`config.mk`:
```
export PLATFORM = sky130hd
export DESIGN_NAME = lc4_arith_rs_flat
export DESIGN_NICKNAME = d
export VERILOG_FILES = /design/src/rtl/lc4_arith_rs_if.sv /design/src/rtl/lc4_arith_rs.sv /design/src/flat_wrapper.sv
export SDC_FILE = /design/constraint.sdc
export NUM_CORES = 1
export LEC_CHECK = 0
export ABC_CLOCK_PERIOD_IN_PS = 4300
export CAP_MARGIN = 20
export CELL_PAD_IN_SITES_DETAIL_PLACEMENT = 2
export CELL_PAD_IN_SITES_GLOBAL_PLACEMENT = 2
export CORE_ASPECT_RATIO = 1.25
export CORE_MARGIN = 5
export CORE_UTILIZATION = 36
export DETAILED_ROUTE_END_ITERATION = 7
export GPL_ROUTABILITY_DRIVEN = 0
export GPL_TIMING_DRIVEN = 0
export PLACE_DENSITY_LB_ADDON = 0.15
export SETUP_SLACK_MARGIN = 0.2
export SKIP_CTS_REPAIR_TIMING = 1
export SLEW_MARGIN = 40
export SYNTH_ARGS = -nofsm -noshare
export SYNTH_HDL_FRONTEND = slang
export SYNTH_SLANG_ARGS = --single-unit
```
`constraint.sdc`:
```
create_clock -name clk -period 4.3 [get_ports clk]
set_input_delay 0.645 -clock clk [delete_from_list [all_inputs] [get_ports clk]]
set_output_delay 0.645 -clock clk [all_outputs]
set_load 0.01 [all_outputs]
```
`src/rtl/lc4_arith_rs_if.sv`:
```
// lc4_arith_rs_if: dispatch, CDB and issue buses of the arithmetic reservation station
interface lc4_arith_rs_if #(
    parameter int ENTRIES = 4,
    parameter int TAG_W   = 4
);
    localparam int CW = $clog2(ENTRIES) + 1;
    logic             flush;
    logic             disp_valid;
    logic             disp_ready;
    logic [15:0]      disp_insn;
    logic [15:0]      disp_pc;
    logic [TAG_W-1:0] disp_tag;
    logic             disp_r1_rdy;
    logic             disp_r2_rdy;
    logic [TAG_W-1:0] disp_r1_tag;
    logic [TAG_W-1:0] disp_r2_tag;
    logic [15:0]      disp_r1_data;
    logic [15:0]      disp_r2_data;
    logic             cdb_valid;
    logic [TAG_W-1:0] cdb_tag;
    logic [15:0]      cdb_data;
    logic             issue_valid;
    logic             issue_ready;
    logic [15:0]      issue_insn;
    logic [15:0]      issue_pc;
    logic [15:0]      issue_r1data;
    logic [15:0]      issue_r2data;
    logic [TAG_W-1:0] issue_tag;
    logic [CW-1:0]    count;

    modport master (
        output flush, disp_valid, disp_insn, disp_pc, disp_tag, disp_r1_rdy, disp_r2_rdy,
               disp_r1_tag, disp_r2_tag, disp_r1_data, disp_r2_data,
               cdb_valid, cdb_tag, cdb_data, issue_ready,
        input  disp_ready, issue_valid, issue_insn, issue_pc, issue_r1data, issue_r2data,
               issue_tag, count
    );

    modport slave (
        input  flush, disp_valid, disp_insn, disp_pc, disp_tag, disp_r1_rdy, disp_r2_rdy,
               disp_r1_tag, disp_r2_tag, disp_r1_data, disp_r2_data,
               cdb_valid, cdb_tag, cdb_data, issue_ready,
        output disp_ready, issue_valid, issue_insn, issue_pc, issue_r1data, issue_r2data,
               issue_tag, count
    );
endinterface

```
`src/rtl/lc4_arith_rs.sv`:
```
// lc4_arith_rs: collapsing-queue reservation station feeding the LC4 arithmetic stage
module lc4_arith_rs #(
    parameter int ENTRIES = 4,
    parameter int TAG_W   = 4
) (
    input logic          clk,
    input logic          rst,
    lc4_arith_rs_if.slave bus
);
    localparam int CW = $clog2(ENTRIES) + 1;
    localparam int IW = $clog2(ENTRIES);

    typedef struct packed {
        logic [15:0]      insn;
        logic [15:0]      pc;
        logic [TAG_W-1:0] tag;
        logic             r1_rdy;
        logic [TAG_W-1:0] r1_tag;
        logic [15:0]      r1_data;
        logic             r2_rdy;
        logic [TAG_W-1:0] r2_tag;
        logic [15:0]      r2_data;
    } ent_t;

    ent_t          ent_q [ENTRIES];
    ent_t          ent_d [ENTRIES];
    ent_t          woken [ENTRIES+1];
    ent_t          new_ent;
    logic [CW-1:0] cnt_q, cnt_d, widx;
    logic [IW-1:0] sel;
    logic          found, issue_fire, disp_fire;

    // pick the oldest resident entry whose operands are both ready
    always_comb begin
        sel   = '0;
        found = 1'b0;
        for (int i = ENTRIES - 1; i >= 0; i--)
            if (CW'(i) < cnt_q && ent_q[i].r1_rdy && ent_q[i].r2_rdy) begin
                sel   = IW'(i);
                found = 1'b1;
            end
    end

    // wake operands from the CDB, collapse over the issued slot, append the dispatch
    always_comb begin
        issue_fire      = found && bus.issue_ready;
        disp_fire       = bus.disp_valid && bus.disp_ready;
        new_ent.insn    = bus.disp_insn;
        new_ent.pc      = bus.disp_pc;
        new_ent.tag     = bus.disp_tag;
        new_ent.r1_tag  = bus.disp_r1_tag;
        new_ent.r2_tag  = bus.disp_r2_tag;
        new_ent.r1_rdy  = bus.disp_r1_rdy || (bus.cdb_valid && bus.cdb_tag == bus.disp_r1_tag);
        new_ent.r2_rdy  = bus.disp_r2_rdy || (bus.cdb_valid && bus.cdb_tag == bus.disp_r2_tag);
        new_ent.r1_data = bus.disp_r1_rdy ? bus.disp_r1_data : bus.cdb_data;
        new_ent.r2_data = bus.disp_r2_rdy ? bus.disp_r2_data : bus.cdb_data;
        woken[ENTRIES]  = '0;
        for (int i = 0; i < ENTRIES; i++) begin
            woken[i] = ent_q[i];
            if (bus.cdb_valid && !ent_q[i].r1_rdy && ent_q[i].r1_tag == bus.cdb_tag) begin
                woken[i].r1_rdy  = 1'b1;
                woken[i].r1_data = bus.cdb_data;
            end
            if (bus.cdb_valid && !ent_q[i].r2_rdy && ent_q[i].r2_tag == bus.cdb_tag) begin
                woken[i].r2_rdy  = 1'b1;
                woken[i].r2_data = bus.cdb_data;
            end
        end
        widx = cnt_q - CW'(issue_fire);
        for (int i = 0; i < ENTRIES; i++) begin
            ent_d[i] = (issue_fire && IW'(i) >= sel) ? woken[i+1] : woken[i];
            if (disp_fire && CW'(i) == widx)
                ent_d[i] = new_ent;
        end
        cnt_d = bus.flush ? '0 : cnt_q + CW'(disp_fire) - CW'(issue_fire);
    end

    // occupancy is the only state needing reset; entries past count are don't-care
    always_ff @(posedge clk) begin
        ent_q <= ent_d;
        if (rst)
            cnt_q <= '0;
        else
            cnt_q <= cnt_d;
    end

    assign bus.disp_ready   = cnt_q < CW'(ENTRIES);
    assign bus.issue_valid  = found;
    assign bus.issue_insn   = found ? ent_q[sel].insn : '0;
    assign bus.issue_pc     = found ? ent_q[sel].pc : '0;
    assign bus.issue_r1data = found ? ent_q[sel].r1_data : '0;
    assign bus.issue_r2data = found ? ent_q[sel].r2_data : '0;
    assign bus.issue_tag    = found ? ent_q[sel].tag : '0;
    assign bus.count        = cnt_q;
endmodule

```
`src/flat_wrapper.sv`:
```
// flat-port wrapper written by rule: the top's interface ports become plain ports
module lc4_arith_rs_flat 
#(
    parameter int ENTRIES = 4,
    parameter int TAG_W   = 4
)
  (clk, rst, bus_flush, bus_disp_valid, bus_disp_insn, bus_disp_pc, bus_disp_tag, bus_disp_r1_rdy, bus_disp_r2_rdy, bus_disp_r1_tag, bus_disp_r2_tag, bus_disp_r1_data, bus_disp_r2_data, bus_cdb_valid, bus_cdb_tag, bus_cdb_data, bus_issue_ready, bus_disp_ready, bus_issue_valid, bus_issue_insn, bus_issue_pc, bus_issue_r1data, bus_issue_r2data, bus_issue_tag, bus_count);
  lc4_arith_rs_if #(.ENTRIES(ENTRIES), .TAG_W(TAG_W)) bus_i ();
  input logic clk;
  input logic rst;
  input wire logic [$bits(bus_i.flush)-1:0] bus_flush;
  input wire logic [$bits(bus_i.disp_valid)-1:0] bus_disp_valid;
  input wire logic [$bits(bus_i.disp_insn)-1:0] bus_disp_insn;
  input wire logic [$bits(bus_i.disp_pc)-1:0] bus_disp_pc;
  input wire logic [$bits(bus_i.disp_tag)-1:0] bus_disp_tag;
  input wire logic [$bits(bus_i.disp_r1_rdy)-1:0] bus_disp_r1_rdy;
  input wire logic [$bits(bus_i.disp_r2_rdy)-1:0] bus_disp_r2_rdy;
  input wire logic [$bits(bus_i.disp_r1_tag)-1:0] bus_disp_r1_tag;
  input wire logic [$bits(bus_i.disp_r2_tag)-1:0] bus_disp_r2_tag;
  input wire logic [$bits(bus_i.disp_r1_data)-1:0] bus_disp_r1_data;
  input wire logic [$bits(bus_i.disp_r2_data)-1:0] bus_disp_r2_data;
  input wire logic [$bits(bus_i.cdb_valid)-1:0] bus_cdb_valid;
  input wire logic [$bits(bus_i.cdb_tag)-1:0] bus_cdb_tag;
  input wire logic [$bits(bus_i.cdb_data)-1:0] bus_cdb_data;
  input wire logic [$bits(bus_i.issue_ready)-1:0] bus_issue_ready;
  output wire logic [$bits(bus_i.disp_ready)-1:0] bus_disp_ready;
  output wire logic [$bits(bus_i.issue_valid)-1:0] bus_issue_valid;
  output wire logic [$bits(bus_i.issue_insn)-1:0] bus_issue_insn;
  output wire logic [$bits(bus_i.issue_pc)-1:0] bus_issue_pc;
  output wire logic [$bits(bus_i.issue_r1data)-1:0] bus_issue_r1data;
  output wire logic [$bits(bus_i.issue_r2data)-1:0] bus_issue_r2data;
  output wire logic [$bits(bus_i.issue_tag)-1:0] bus_issue_tag;
  output wire logic [$bits(bus_i.count)-1:0] bus_count;
  assign bus_i.flush = bus_flush;
  assign bus_i.disp_valid = bus_disp_valid;
  assign bus_i.disp_insn = bus_disp_insn;
  assign bus_i.disp_pc = bus_disp_pc;
  assign bus_i.disp_tag = bus_disp_tag;
  assign bus_i.disp_r1_rdy = bus_disp_r1_rdy;
  assign bus_i.disp_r2_rdy = bus_disp_r2_rdy;
  assign bus_i.disp_r1_tag = bus_disp_r1_tag;
  assign bus_i.disp_r2_tag = bus_disp_r2_tag;
  assign bus_i.disp_r1_data = bus_disp_r1_data;
  assign bus_i.disp_r2_data = bus_disp_r2_data;
  assign bus_i.cdb_valid = bus_cdb_valid;
  assign bus_i.cdb_tag = bus_cdb_tag;
  assign bus_i.cdb_data = bus_cdb_data;
  assign bus_i.issue_ready = bus_issue_ready;
  assign bus_disp_ready = bus_i.disp_ready;
  assign bus_issue_valid = bus_i.issue_valid;
  assign bus_issue_insn = bus_i.issue_insn;
  assign bus_issue_pc = bus_i.issue_pc;
  assign bus_issue_r1data = bus_i.issue_r1data;
  assign bus_issue_r2data = bus_i.issue_r2data;
  assign bus_issue_tag = bus_i.issue_tag;
  assign bus_count = bus_i.count;
  lc4_arith_rs #(.ENTRIES(ENTRIES), .TAG_W(TAG_W)) u_core (.clk(clk), .rst(rst), .bus(bus_i));
endmodule
```
==> flow_summary.yaml, run 1 <==
synth:
  async_reset_ff_frac: 0
  syn-cell-area_um2: 16800
  syn_avg_cell_area_um2: 9.26
  syn_nets: 1925
  synth_top_family_by_area: "compound AO/OA/AOI/OAI gates"
  ys_warn_count: 0
  synth_fa_ha_area_frac: 0.00491
  ys_ff_latch: 315
  synth_compound_area_frac: 0.218
  synth-edff-count: 210
  synthCells: 1815
  synth_cell_types: 59
  yosysSeqAreaShare: 0.500
  ys.flop_type: "edfxtp_1"
  muxShareOfSynthArea: 0.0409
  yosys.area_share.xor_xnor: 0.0167
  synthSimpleGateAreaFrac: 0.158
worst_setup_path:
  slowest_delay_ns: 0.58
  crit_family: "buffers and inverters"
  critPathLaunchType: "flop"
  slowest_stage: "clkdlybuf4s50_1"
  critPathRequiredTime_ns: 3.65
  path_class: "flop to output pin"
  crit_fanout: 10
  end_kind: "output pin"
  cp.arrival_ns: 3.54
  crit_buf_inv: 4
  cp_cell_sequence: "and3_1, clkbuf_1, clkbuf_2, clkbuf_2, and3_1, a211oi_1, a31oi_2, clkdlybuf4s50_1"
detailed_routing:
  antenna_left: 0
  post_drt_via_cell_ratio: 6.14
  dr.pass1.iters: 7
  wl_per_cell_um: 29.7
  num_vias: 16200
  drc: 0
  drt_iter0_markers: 940
  wirelength_um: 78300
sta:
  finalCritPeriodShare: 0.972
  fin_skew_ns: 0.0239
  final_hold_viol_count: 0
  fmax_ghz: 0.239
  slew_headroom: 0.358
  slew_violations: 0
  worst_pin_slew_ns: 0.963
  setup_viol: 0
  rsz0062_at_grt: "yes"
  fin_crit_ns: 4.18
  tns_ns: 0
run_status:
  status: "finished clean"
floorplanning:
  core_area_um2: 46200
  die_y_um: 252
  die_w_um: 203
  boundaryPins: 177
  dieArea_um2: 51100
  fp-row-count: 88
  start_util: 0.364
global_routing:
  antenna_found_initial: 7
  grt_pass1_vias: 17800
  grtUsageMet1: 0.340
  top_usage_layer: "met2"
  grt_max_degree: 45
  use_met3: 0.0365
  grt_overflow: 0
  grt_pass1_wl_um: 114000
  grtUsageMet2: 0.529
  grt_usage: 0.292
clock_network:
  numCtsBuffers: 37
  cts_max_level: 2
  tritoncts: "built"
  clockRootBuffer: "clkbuf_16"
  clkLatencyLatePin_ns: 0.55
  clockBufferDepth: 3
  cts_sinks: 315
  clkTransAtPathRegs_ns: 0.06
layout:
  drive_above_1_share: 0.0952
  final_common_cell: "nand2_1"
  fillers: 4976
  design_area_um2: 20800
  nets: 2130
  layout_common_cells: "nand2_1, edfxtp_1, o21ai_0"
  syn2layout_area_growth_pct: 23.8
  final_cells: 2635
job:
  drv_cap: 0
power:
  vdd_drop_max_v: 0.000313
  power.static_leakage_nw: 8.43
  power.total_mw: 15.6
  power_density_nw_per_um2: 748
placed_design:
  io_buffer_count: 155
  dpl.cell_count: 2558
  place_area_um2: 19200
  hpwl_um: 54800
min_path:
  min_path_type: "flop to flop"
[cell families after synthesis]
group / after synthesis
xor+xnor: 32
simple gates: 565
buf+inv: 261
fa+ha+maj: 6
mux: 68
flops: 315
compound gates: 568
[synthesized netlist by cell type (4+ instances only)]
| cell | n | share of area |
|---|---|---|
| nor2_1 | 75 | 0.017 |
| or3_1 | 32 | 0.012 |
| a31oi_1 | 105 | 0.039 |
| nand3_1 | 94 | 0.028 |
| nand4_1 | 4 | 0.0015 |
| mux2i_1 | 66 | 0.039 |
| ha_1 | 5 | 0.0037 |
| o221ai_1 | 32 | 0.017 |
| nand2_1 | 232 | 0.052 |
| edfxtp_1 | 210 | 0.38 |
| buf_2 | 37 | 0.011 |
| buf_1 | 13 | 0.0029 |
| and3_1 | 72 | 0.027 |
| o22a_1 | 32 | 0.017 |
| nand2b_1 | 8 | 0.0030 |
| o31ai_1 | 4 | 0.0018 |
| xor2_1 | 24 | 0.013 |
| o22ai_1 | 66 | 0.025 |
| nor3_1 | 12 | 0.0036 |
| nor2b_1 | 7 | 0.0026 |
| xnor2_1 | 8 | 0.0042 |
| inv_1 | 76 | 0.017 |
| o21ai_0 | 195 | 0.058 |
| dfxtp_1 | 105 | 0.13 |
| o211ai_1 | 34 | 0.015 |
| nor2_2 | 10 | 0.0037 |
| a211oi_1 | 68 | 0.030 |
| and2_1 | 4 | 0.0015 |
| clkbuf_1 | 130 | 0.029 |
| a21oi_1 | 8 | 0.0024 |
[state kept, by name (all words and copies together), names as in the netlist]
register / count
u_core.bus.count: 3
u_core.ent_q: 312
[metal layers]
layer  part of all wire  wire, µm
met5            0.00070        55
met3              0.043      3360
met1               0.39     30600
met2               0.51     40100
met4              0.053      4150
[path summary, 6_finish.rpt]
check                                                   end  cells after the start                            from  slack (ns)
worst max register to register  u_core.ent_q[292]$_DFFE_PP_                     15  u_core.bus.count[1]$_SDFF_PP0_        0.41
worst min-delay path            u_core.ent_q[146]$_DFFE_PP_                      2      u_core.ent_q[68]$_DFFE_PP_        0.57
worst max-delay path                      bus_issue_insn[4]                      8        u_core.ent_q[41]$_DFF_P_        0.12
worst min register to register  u_core.ent_q[146]$_DFFE_PP_                      2      u_core.ent_q[68]$_DFFE_PP_        0.57
[layout make-up]
type                    instances  area (µm²)  share of cell area
inverters                      78         307              0.0147
well taps                     585         732              0.0352
plain buffers                 181         861              0.0414
multi-input cells            1240        7540               0.362
clock buffers                  53        1070              0.0513
flip-flops and latches        315        8410               0.404
diodes                          2        5.00            0.000240
repair buffers                167        1770              0.0851
clock inverters                14         119             0.00571
[worst register-to-register path: stages, from the launching register on]
cell,delay (ns)
dfxtp_4,0.38
inv_2,0.13
ha_4,0.20
nand3b_1,0.18
o21ai_0,0.12
o21ai_2,0.21
inv_2,0.15
ha_1,0.23
nor2b_2,0.20
nand2_2,0.16
nor3_4,0.37
buf_6,0.22
clkbuf_4,0.24
nor2_1,0.14
bufinv_8,0.36
buf_16,0.25
[power by group]
| part | switching [mW] | internal, mW | total, mW |
|---|---|---|---|
| logic | 4.27 | 2.46 | 6.73 |
| clock network | 1.37 | 1.85 | 3.22 |
| registers | 0.762 | 4.86 | 5.62 |
| total | 6.41 | 9.17 | 15.6 |
[metrics by stage]
stage	setup slack [ns]	utilization	hold slack, ns
finish	0.120	0.450	0.571
floorplan	0.448	-	0.532
CTS	-1.48	0.441	0.575
global route	0.000123	0.450	0.597
detailed placement	-0.876	0.415	0.561
global placement	-1.79	0.413	0.541
Power figures use the tool's default switching activity.
==> inputs of run 2 (changes only) <==
--- a/config.mk
+++ b/config.mk
@@ -12,3 +12,3 @@
 export CORE_ASPECT_RATIO = 1.25
-export CORE_MARGIN = 5
+export CORE_MARGIN = 1
 export CORE_UTILIZATION = 36
==> constraint.sdc (replaced) <==
create_clock -name clk -period 4.3 [get_ports clk]
set_input_delay 1.075 -clock clk [delete_from_list [all_inputs] [get_ports clk]]
set_output_delay 1.075 -clock clk [all_outputs]
set_load 0.01 [all_outputs]
==> run 2 against run 1 <==
Against the previous run:
- core utilization grew 0.83 points
- critical path depth grew 6
- non-clock buffer count grew 11
- sequential power is essentially flat
- clock power shrank 6%
- highest routed layer unchanged
==> flow_summary.yaml, run 2 (same netlist as run 1, synthesis figures left out) <==
floorplanning:
  die_w_um: 195
  die_y_um: 244
  dieArea_um2: 47600
  start_util: 0.364
  core_area_um2: 46100
  fp-row-count: 88
  boundaryPins: 177
clock_network:
  cts_sinks: 315
  clkTransAtPathRegs_ns: 0.06
  numCtsBuffers: 36
  clockRootBuffer: "clkbuf_16"
  clkLatencyLatePin_ns: 0.55
  cts_max_level: 2
  clockBufferDepth: 3
  tritoncts: "built"
layout:
  nets: 2140
  final_cells: 2640
  largest_reg_flops: 312
  syn2layout_area_growth_pct: 25.8
  top_register: "u_core.ent_q"
  diodes: 0
  layout_common_cells: "nand2_1, edfxtp_1, o21ai_0"
  drive_above_1_share: 0.124
  final_common_cell: "nand2_1"
sta:
  finalCritPeriodShare: 0.975
  slew_headroom: 0.390
  worst_pin_slew_ns: 0.889
  fmax_ghz: 0.239
  slew_violations: 0
  fin_crit_ns: 4.19
  tns_ns: 0
  final_hold_viol_count: 0
  fin_skew_ns: 0.0113
  setup_viol: 0
  rsz0062_at_grt: "yes"
placed_design:
  hpwl_um: 53300
  io_buffer_count: 155
  dpl.cell_count: 2557
detailed_routing:
  drt_iter0_markers: 931
  drc: 0
  num_vias: 16300
  wl_per_cell_um: 29.2
  antenna_left: 0
  dr.pass1.iters: 5
  wirelength_um: 77200
  post_drt_via_cell_ratio: 6.16
power:
  power_density_nw_per_um2: 734
  power.static_leakage_nw: 8.97
  vdd_drop_max_v: 0.000313
worst_setup_path:
  crit_fanout: 10
  critPathLaunchType: "flop"
  path_class: "flop to output pin"
  critPathRequiredTime_ns: 3.22
  end_kind: "output pin"
  cp.arrival_ns: 3.12
global_routing:
  antenna_found_initial: 1
  grt_pass1_wl_um: 114000
  grt_max_degree: 45
  grt_pass1_vias: 17900
  grt_overflow: 0
  grt_usage: 0.319
  grtUsageMet1: 0.365
  use_met3: 0.0455
  top_usage_layer: "met2"
  grtUsageMet2: 0.580
run_status:
  status: "finished clean"
job:
  drv_cap: 0
min_path:
  min_path_type: "flop to flop"
run 2: changes by cell type in the layout (fill, tap and decap cells not counted), sizes merged:
cell           delta
clkdlybuf4s50    -32
buf              +26
dlymetal6s2s     +25
clkbuf           -14
clkinv            +3
bufinv            -2
diode             -2
inv               +1
run 2: layout make-up:
type | count | area (µm²)
multi-input combinational | 1240 | 7720
clock inverter | 16 | 85.1
sequential | 315 | 8420
fill | 4978 | 25000
inverter | 78 | 309
timing repair buffer | 177 | 1910
buffer | 182 | 962
clock buffer | 47 | 1010
tap | 585 | 732
run 2: through the flow:
| stage | total power, mW | setup slack (ns) | area, µm² | hold WS [ns] | utilization |
|---|---|---|---|---|---|
| 3_3_place_gp | 11.7 | -2.44 | 19100 | 0.543 | 0.414 |
| 4_1_cts | 15.2 | -2.01 | 20300 | 0.570 | 0.440 |
| 3_5_place_dp | 12.1 | -1.42 | 19200 | 0.556 | 0.416 |
| 6_report | 15.5 | 0.107 | 21200 | 0.577 | 0.458 |
| 5_1_grt | 16.2 | 0.00633 | 21200 | 0.602 | 0.458 |
| 2_1_floorplan | 8.99 | 0.298 | 16800 | 0.532 | - |
run 2: worst max-delay path, stage by stage (launching register included):
cell,delay (ns)
dfxtp_4,0.39
inv_2,0.07
ha_4,0.19
and3b_1,0.24
nand2b_1,0.09
buf_6,0.15
a21oi_4,0.18
or2_4,0.22
buf_4,0.14
buf_12,0.10
buf_12,0.12
buf_8,0.15
nand2_1,0.08
a31oi_2,0.23
dlymetal6s2s_1,0.19
run 2: path summary, 6_finish.rpt:
path / startpoint / end / slack (ns) / cells past startpoint
hold / removal: u_core.ent_q[45]$_DFFE_PP_ / u_core.ent_q[123]$_DFFE_PP_ / 0.58 / 2
setup reg to reg: u_core.ent_q[275]$_DFFE_PP_ / u_core.ent_q[282]$_DFFE_PP_ / 0.25 / 14
setup / recovery: u_core.bus.count[2]$_SDFF_PP0_ / bus_issue_insn[14] / 0.11 / 14
hold reg to reg: u_core.ent_q[45]$_DFFE_PP_ / u_core.ent_q[123]$_DFFE_PP_ / 0.58 / 2
run 2: power breakdown:
group | internal [mW] | leakage, nW | switching [mW]
Clock | 1.67 | 0.541 | 1.37
Sequential | 4.86 | 2.88 | 0.771
Combinational | 2.53 | 5.55 | 4.33
Total | 9.05 | 8.97 | 6.47
run 2: layer usage:
metal / vias to the layer above / share of wire
met2: 485 / 0.52
met4: 2 / 0.043
met5: - / 0.00017
li1: 7181 / -
met3: 170 / 0.042
met1: 8416 / 0.40
==> inputs of run 3 (changes only) <==
Settings changed: CELL_PAD_IN_SITES_DETAIL_PLACEMENT 2 to unset, CELL_PAD_IN_SITES_GLOBAL_PLACEMENT 2 to unset, CORE_UTILIZATION 36 to 44, DONT_BUFFER_PORTS set to 1.
==> run 3 against run 2 <==
Against the previous run:
- final cell count is 10% lower
- non-clock buffer count shrank 166
- global-route usage increased by 0.52 points
- largest power group unchanged
==> flow_summary.yaml, run 3 (same netlist as run 1, synthesis figures left out) <==
run_status:
  status: "finished clean"
power:
  power.static_leakage_nw: 7.21
  internal_power_mw: 8.45
  seq_power_share: 0.385
  combPwrFrac: 0.407
  power_density_nw_per_um2: 753
  vdd_drop_max_v: 0.000370
  p_sw_mw: 6.03
  switching_share: 0.417
  power.total_mw: 14.5
  clkPwrFrac: 0.209
clock_network:
  clockRootBuffer: "clkbuf_16"
  tritoncts: "built"
  numCtsBuffers: 36
  cts_max_level: 2
  clkTransAtPathRegs_ns: 0.06
  clkLatencyLatePin_ns: 0.55
  cts_sinks: 315
  clockBufferDepth: 3
floorplanning:
  die_w_um: 177
  start_util: 0.449
  boundaryPins: 177
  fp-row-count: 79
  die_y_um: 221
  core_area_um2: 37500
  dieArea_um2: 39000
detailed_routing:
  post_drt_via_cell_ratio: 6.45
  num_vias: 15300
  antenna_left: 0
  wirelength_um: 64700
  wl_per_cell_um: 27.2
  dr.pass1.iters: 5
  drt_iter0_markers: 1382
  drc: 0
layout:
  nets: 1974
  syn2layout_area_growth_pct: 14.4
  drive_above_1_share: 0.120
  final_common_cell: "nand2_1"
  fillers: 3576
  fin_util: 0.513
  final_cells: 2377
  top_register: "u_core.ent_q"
  largest_reg_flops: 312
  layout_common_cells: "nand2_1, edfxtp_1, o21ai_0"
  diodes: 0
global_routing:
  grt_max_degree: 45
  antenna_found_initial: 3
  grtUsageMet1: 0.388
  grtUsageMet2: 0.542
  use_met3: 0.0729
  grt_pass1_vias: 15100
  grt_overflow: 0
  top_usage_layer: "met2"
  grt_usage: 0.325
  grt_pass1_wl_um: 94000
sta:
  fin_crit_ns: 4.18
  rsz0062_at_grt: "yes"
  slew_violations: 0
  worst_pin_slew_ns: 0.914
  finalCritPeriodShare: 0.972
  fmax_ghz: 0.239
  setup_viol: 0
  slew_headroom: 0.391
  fin_ws_ns: 0.119
  fin_skew_ns: 0.0238
  final_hold_viol_count: 0
placed_design:
  dpl.cell_count: 2303
  post-place-ws_ns: -0.780
  io_buffer_count: 0
  hpwl_um: 43300
worst_setup_path:
  slowest_stage: "dfxtp_4"
  r2r-start: "u_core.bus.count[2]$_SDFF_PP0_"
  critPathRequiredTime_ns: 4.53
  cp.arrival_ns: 4.41
  end_kind: "flop"
  crit_fanout: 29
  crit_family: "buffers and inverters"
  crit_start: "u_core.bus.count[2]$_SDFF_PP0_"
  slowest_delay_ns: 0.38
  cp_cell_sequence: "inv_2, ha_1, nor2b_2, o21ai_0, o21ai_2, inv_2, ha_1, nor2b_1, nand2_2, nor3_4, buf_4, buf_2, nor2_1, bufinv_8, buf_12"
  crit_buf_inv: 6
  critPathLaunchType: "flop"
  path_class: "flop to flop"
min_path:
  min_path_type: "flop to flop"
  worstHoldStart: "u_core.ent_q[43]$_DFFE_PP_"
job:
  drv_cap: 0
run 3: cell count changes in the layout (fill, tap and decap cells not counted), sizes merged, moves of 2 or more:
cell / delta
inv: -2
clkbuf: +6
bufinv: +2
buf: -24
clkdlybuf4s50: -87
dlymetal6s2s: -61
run 3: area by class of cell:
type                            count  area, µm²  area share
Timing Repair Buffer               11        108     0.00560
Tap cell                          486        608      0.0316
Clock inverter                     18        158     0.00820
Inverter                           78        310      0.0161
Buffer                            182        846      0.0440
Multi-Input combinational cell   1240       7830       0.407
Clock buffer                       47        952      0.0495
Sequential cell                   315       8420       0.438
run 3: path summary, 6_finish.rpt:
check	to	slack, ns	depth (start not counted)
max	u_core.ent_q[292]$_DFFE_PP_	0.12	15
max reg2reg	u_core.ent_q[292]$_DFFE_PP_	0.12	15
min reg2reg	u_core.ent_q[121]$_DFFE_PP_	0.57	2
min	u_core.ent_q[121]$_DFFE_PP_	0.57	2
run 3: worst reg2reg max path, stage by stage, from the launching register on:
cell and delay (ns):
dfxtp_4 0.38, inv_2 0.14, ha_1 0.16, nor2b_2 0.25
o21ai_0 0.16, o21ai_2 0.25, inv_2 0.15, ha_1 0.22
nor2b_1 0.29, nand2_2 0.19, nor3_4 0.33, buf_4 0.29
buf_2 0.29, nor2_1 0.17, bufinv_8 0.35, buf_12 0.25
run 3: stage by stage:
stage | TNS, ns | hold WS [ns] | area, µm²
after global placement | -153.07 | 0.541 | 17400
after global routing | 0 | 0.589 | 19200
after floorplan | 0 | 0.532 | 16800
final | 0 | 0.566 | 19200
after detailed placement | -57.29 | 0.555 | 17500
after CTS | -99.84 | 0.569 | 18600
run 3: power by group through the flow:
stage          sequential, mW  combinational, mW  clock [mW]
2_1_floorplan            5.38               3.60           0
6_report                 5.57               5.89        3.02
5_1_grt                  5.70               6.32        3.13
3_5_place_dp             5.59               5.32           0
3_3_place_gp             5.59               5.15           0
4_1_cts                  5.53               5.35        3.02
run 3: routing by layer:
layer / share of wire / vias to the layer above
met5: 0.00042 / -
met4: 0.050 / 4
met3: 0.086 / 167
met2: 0.48 / 782
met1: 0.38 / 7529
li1: - / 6854
